$ cat src/rtl/vinst_queue.sv
// vinst_queue: show-ahead instruction FIFO feeding the array-control stage, with flush, stall, underflow flag and issue counter.
package sa_pkg;
  typedef struct packed {
    logic [3:0]  opcode;
    logic [3:0]  dst;
    logic [7:0]  src;
    logic [15:0] imm;
  } sa_inst_t;
endpackage

module vinst_queue
  import sa_pkg::*;
#(
  parameter int DEPTH = 8,
  parameter int CNTW  = 16
) (
  input  logic                     clk,
  input  logic                     reset,
  input  logic                     wr_vld,
  input  sa_inst_t                 wr_inst,
  output logic                     wr_rdy,
  output sa_inst_t                 inst,
  output logic                     iavail,
  input  logic                     ird,
  input  logic                     flush,
  input  logic                     stall,
  input  logic                     err_clr,
  output logic                     err_udf,
  output logic [$clog2(DEPTH):0]   count,
  output logic [CNTW-1:0]          n_issued
);
  localparam int AW = $clog2(DEPTH);
  localparam logic [AW:0] full_c = (AW+1)'(DEPTH);
  sa_inst_t mem [DEPTH];
  logic [AW-1:0] wr_ptr, rd_ptr;
  logic empty, push, pop;
  assign empty  = count == '0;
  assign wr_rdy = !reset && count != full_c;
  assign push   = wr_vld && wr_rdy && !flush;
  assign pop    = ird && !empty && !flush;
  assign iavail = !empty && !stall;
  always_ff @(posedge clk) begin
    if (reset) begin
      wr_ptr   <= '0;
      rd_ptr   <= '0;
      count    <= '0;
      err_udf  <= 1'b0;
      n_issued <= '0;
    end else begin
      if (flush) begin
        rd_ptr <= wr_ptr;
        count  <= '0;
      end else begin
        if (push) wr_ptr <= wr_ptr + AW'(1);
        if (pop) begin
          rd_ptr   <= rd_ptr + AW'(1);
          n_issued <= n_issued + CNTW'(1);
        end
        count <= count + (AW+1)'(push) - (AW+1)'(pop);
      end
      err_udf <= (ird && empty && !flush) || (err_udf && !err_clr);
    end
  end
  always_ff @(posedge clk)
    if (push) mem[wr_ptr] <= wr_inst;
  // an empty queue must never expose a stale opcode downstream
  always_comb begin
    inst = mem[rd_ptr];
    if (empty) inst.opcode = '0;
  end
endmodule

$ cat config.mk
export PLATFORM = sky130hd
export DESIGN_NAME = vinst_queue
export DESIGN_NICKNAME = d
export VERILOG_FILES = /design/src/rtl/vinst_queue.sv
export SDC_FILE = /design/constraint.sdc
export NUM_CORES = 1
export LEC_CHECK = 0
export CAP_MARGIN = 25
export CORE_AREA = 4 4 145 147
export CTS_CLUSTER_DIAMETER = 200
export CTS_CLUSTER_SIZE = 40
export DETAILED_ROUTE_END_ITERATION = 10
export DIE_AREA = 0 0 149 151
export GPL_TIMING_DRIVEN = 0
export PLACE_DENSITY = 0.77
export SYNTH_ARGS = -nofsm -noshare
export SYNTH_HDL_FRONTEND = slang
export SYNTH_SLANG_ARGS = --single-unit
$ cat constraint.sdc
create_clock -name clk -period 4.7 [get_ports clk]
set_clock_uncertainty 0.2 [all_clocks]
set_input_delay 0.94 -clock clk [delete_from_list [all_inputs] [get_ports clk]]
set_output_delay 0.94 -clock clk [all_outputs]
set_load 0.01 [all_outputs]
==> reports/summary.json <==
{
  "clock_sink_count": 286,
  "max_freq_mhz": 230,
  "worst-endpoint-required_ps": 3560,
  "accumulated_negative_setup_slack_ps": 0,
  "synth_area_per_cell_um2": 20.4,
  "buffer_ports.inserted": 92,
  "die_area_mm2": 0.0225,
  "design_power_total_mw": 4.29,
  "cp.buffers_inverters": 3,
  "timing_hold_violations_final": 0,
  "drt_iter0_markers": 463,
  "insertedDiodeCount": 0,
  "cts_tree": "yes",
  "pin_count": 94,
  "area_of_the_placeable_core_mm2": 0.0199,
  "max-vdd-ir-drop_mv": 0.358,
  "fillCellCount": 1328,
  "globalRouteTotalUtil_pct": 19.3,
  "detailed_place_hpwl_um": 14500,
  "drt.antenna.violating_nets": 0,
  "setup_viol": 0,
  "nNetsFinal": 709,
  "path_cells": "clkbuf_1 -> clkbuf_1 -> mux4_2 -> mux2_2 -> clkdlybuf4s50_1",
  "layout.cells.most_common": "sky130_fd_sc_hd__edfxtp_1",
  "chipHeight_um": 151,
  "gp_routability_congestion": 0.765,
  "routedWlPerCell_um": 23.3,
  "yosys-top-cells-area": "sky130_fd_sc_hd__edfxtp_1 (70%), sky130_fd_sc_hd__mux4_2 (13%), sky130_fd_sc_hd__dfxtp_1 (5.4%)",
  "top_signal_layer_used": "met4",
  "grt_max_degree": 42,
  "synthDominantCellAreaShare_pct": 69.6,
  "routedLengthMet1_um": 8880,
  "pins_over_slew_limit": 0,
  "worst_skew_pair_later_pin_latency_ps": 490,
  "grt_remaining_overflow": 0,
  "root_buffer": "sky130_fd_sc_hd__clkbuf_16",
  "clock_tree.htree_level_count": 1,
  "synth.ff_latch_count": 286,
  "rsz0062_at_grt": "no",
  "power_density_mw_per_mm2": 333,
  "cts.clk_slew.worst_paths_ps": 140,
  "worst-path-max-fanout": 10,
  "ys_seq_area_share_pct": 75.1,
  "die-width_um": 149,
  "timing.setup.critical_path_class": "flip-flop to output port",
  "fin_crit_sh_pct": 92.5,
  "finish.cell_count_without_fillers": 931,
  "totalWireLength_um": 21700,
  "slew-limit-headroom_pct": 35.8,
  "grt_pass1_vias": 5658,
  "share_of_layout_cells_above_drive_strength_1_pct": 21.0,
  "cap_viol_max_count": 0,
  "row_count": 52,
  "arrival_ps": 3210,
  "synthesis.nets": 591,
  "grt_antenna_before_repair": 0,
  "synth_area_mm2": 0.0110,
  "cts-buffers-inserted": 11,
  "hold_slack_ps": 297,
  "synth.lib_cells_used.distinct": 40,
  "cts.hold.buffers_added": 0,
  "leading_cell_types_in_the_layout_fill_and_taps_excluded": "sky130_fd_sc_hd__edfxtp_1 (256), sky130_fd_sc_hd__clkdlybuf4s50_1 (92), sky130_fd_sc_hd__mux4_2 (64)",
  "ctsResizeCount": 0,
  "synth_ff_type": "sky130_fd_sc_hd__edfxtp_1",
  "setup.worst_path.start_class": "flip-flop",
  "cts_buffer_depth": 3,
  "firstDrtPassIters": 4,
  "cell_count_after_synthesis": 542,
  "drc_errors": 0,
  "grt_pass1_wl_um": 33000,
  "timing.critical_path.slowest_stage_cell": "sky130_fd_sc_hd__clkbuf_1",
  "leakage_power_nw": 3.94,
  "crit_path_end_kind": "output port",
  "syn_to_final_growth_pct": 16.6,
  "layout_min_cycle_time_ps": 4350,
  "tightest_slew_ps": 957,
  "run_status": "finished clean",
  "vias": 5502,
  "cpLargestDelayFamily": "buffers and inverters",
  "worstHoldPathType": "flip-flop to flip-flop",
  "critPathMaxStageDelay_ps": 680,
  "post_cts_buffers": 0,
  "synthesis.yosys.warnings": 0,
  "met2_routed_length_um": 11400,
  "placed_cells": 917,
  "async_reset_ff_share_pct": 0,
  "initial_core_util_pct": 55.5,
  "synth_top_area_cell": "sky130_fd_sc_hd__edfxtp_1",
  "met3_length_um": 1270,
  "critical_path.most_common_cell": "sky130_fd_sc_hd__clkbuf_1",
  "routed_via_density": 5.91,
  "synth_enable_flop_cells": 256
}
## synth_stat cells (3+ instances only)
cell	n
sky130_fd_sc_hd__edfxtp_1	256
sky130_fd_sc_hd__mux4_2	64
sky130_fd_sc_hd__dfxtp_1	30
sky130_fd_sc_hd__mux2_2	28
sky130_fd_sc_hd__nor2_1	20
sky130_fd_sc_hd__clkbuf_1	16
sky130_fd_sc_hd__a21oi_1	14
sky130_fd_sc_hd__inv_1	11
sky130_fd_sc_hd__ha_1	9
sky130_fd_sc_hd__o21ai_0	9
sky130_fd_sc_hd__buf_2	8
sky130_fd_sc_hd__nor3_1	8
sky130_fd_sc_hd__xnor2_1	8
sky130_fd_sc_hd__nand2_1	7
sky130_fd_sc_hd__or3_1	7
sky130_fd_sc_hd__nand3_1	6
sky130_fd_sc_hd__nand4_1	6
sky130_fd_sc_hd__mux2i_1	5
sky130_fd_sc_hd__xor2_1	3
## cell type report
type,count,area (µm²),share of cell area [%]
clock inverters,1,30.0,0.233
well taps,270,338,2.62
repair buffers,105,1130,8.78
flip-flops and latches,286,8290,64.3
multi-input cells,220,2670,20.7
clock buffers,13,283,2.20
inverters,11,41.3,0.321
plain buffers,25,104,0.806
## registers in the layout, indices dropped and copies added, names as in the netlist, named ones only
register	cells
mem	256
rd_ptr	3
err_udf	1
wr_ptr	3
n_issued	16
count	4
## stage by stage
step,setup slack (ps),cell area (µm²),utilization [%]
finish,352,12900,64.7
global route,204,12900,64.7
CTS,337,12900,64.7
detailed placement,724,12600,63.1
global placement,-2430,12300,61.8
floorplan,275,11000,-
## path summary, 6_finish.rpt
check	start	end	slack (ps)	cells past startpoint
worst max-delay path	flip-flop	inst[1]	350	5
worst min-delay path	n_issued[15]	n_issued[15]	300	2
worst max register to register	count[2]	mem[1][8]	1670	7
worst min register to register	n_issued[15]	n_issued[15]	300	2
## logic make-up after synthesis
group / synth area share [%]
flip-flops: 75.1
multiplexers: 16.4
AND/OR/NAND/NOR: 3.82
buffers and inverters: 1.31
AO/OA/AOI/OAI: 1.38
XOR/XNOR: 0.872
adder cells (fa/ha/maj): 1.20
## layer usage
metal  GRT usage, %  up-vias
li1               -     2418
met1           27.0     2898
met2           33.9      171
met3           2.63       15
met4           2.93        0
met5              0        -
## worst register-to-register path: cells and delay by family, from the launching register on
family	cells	cell delay, ps
flops	1	370
fa+ha+maj	1	190
simple gates	3	1470
buf+inv	3	500
## where the power goes
part | switching (mW) | internal, mW
Sequential | 0.00734 | 2.78
Combinational | 0.163 | 0.186
Clock | 0.699 | 0.447
Total | 0.870 | 3.42
(Power assumes the default switching activity.)
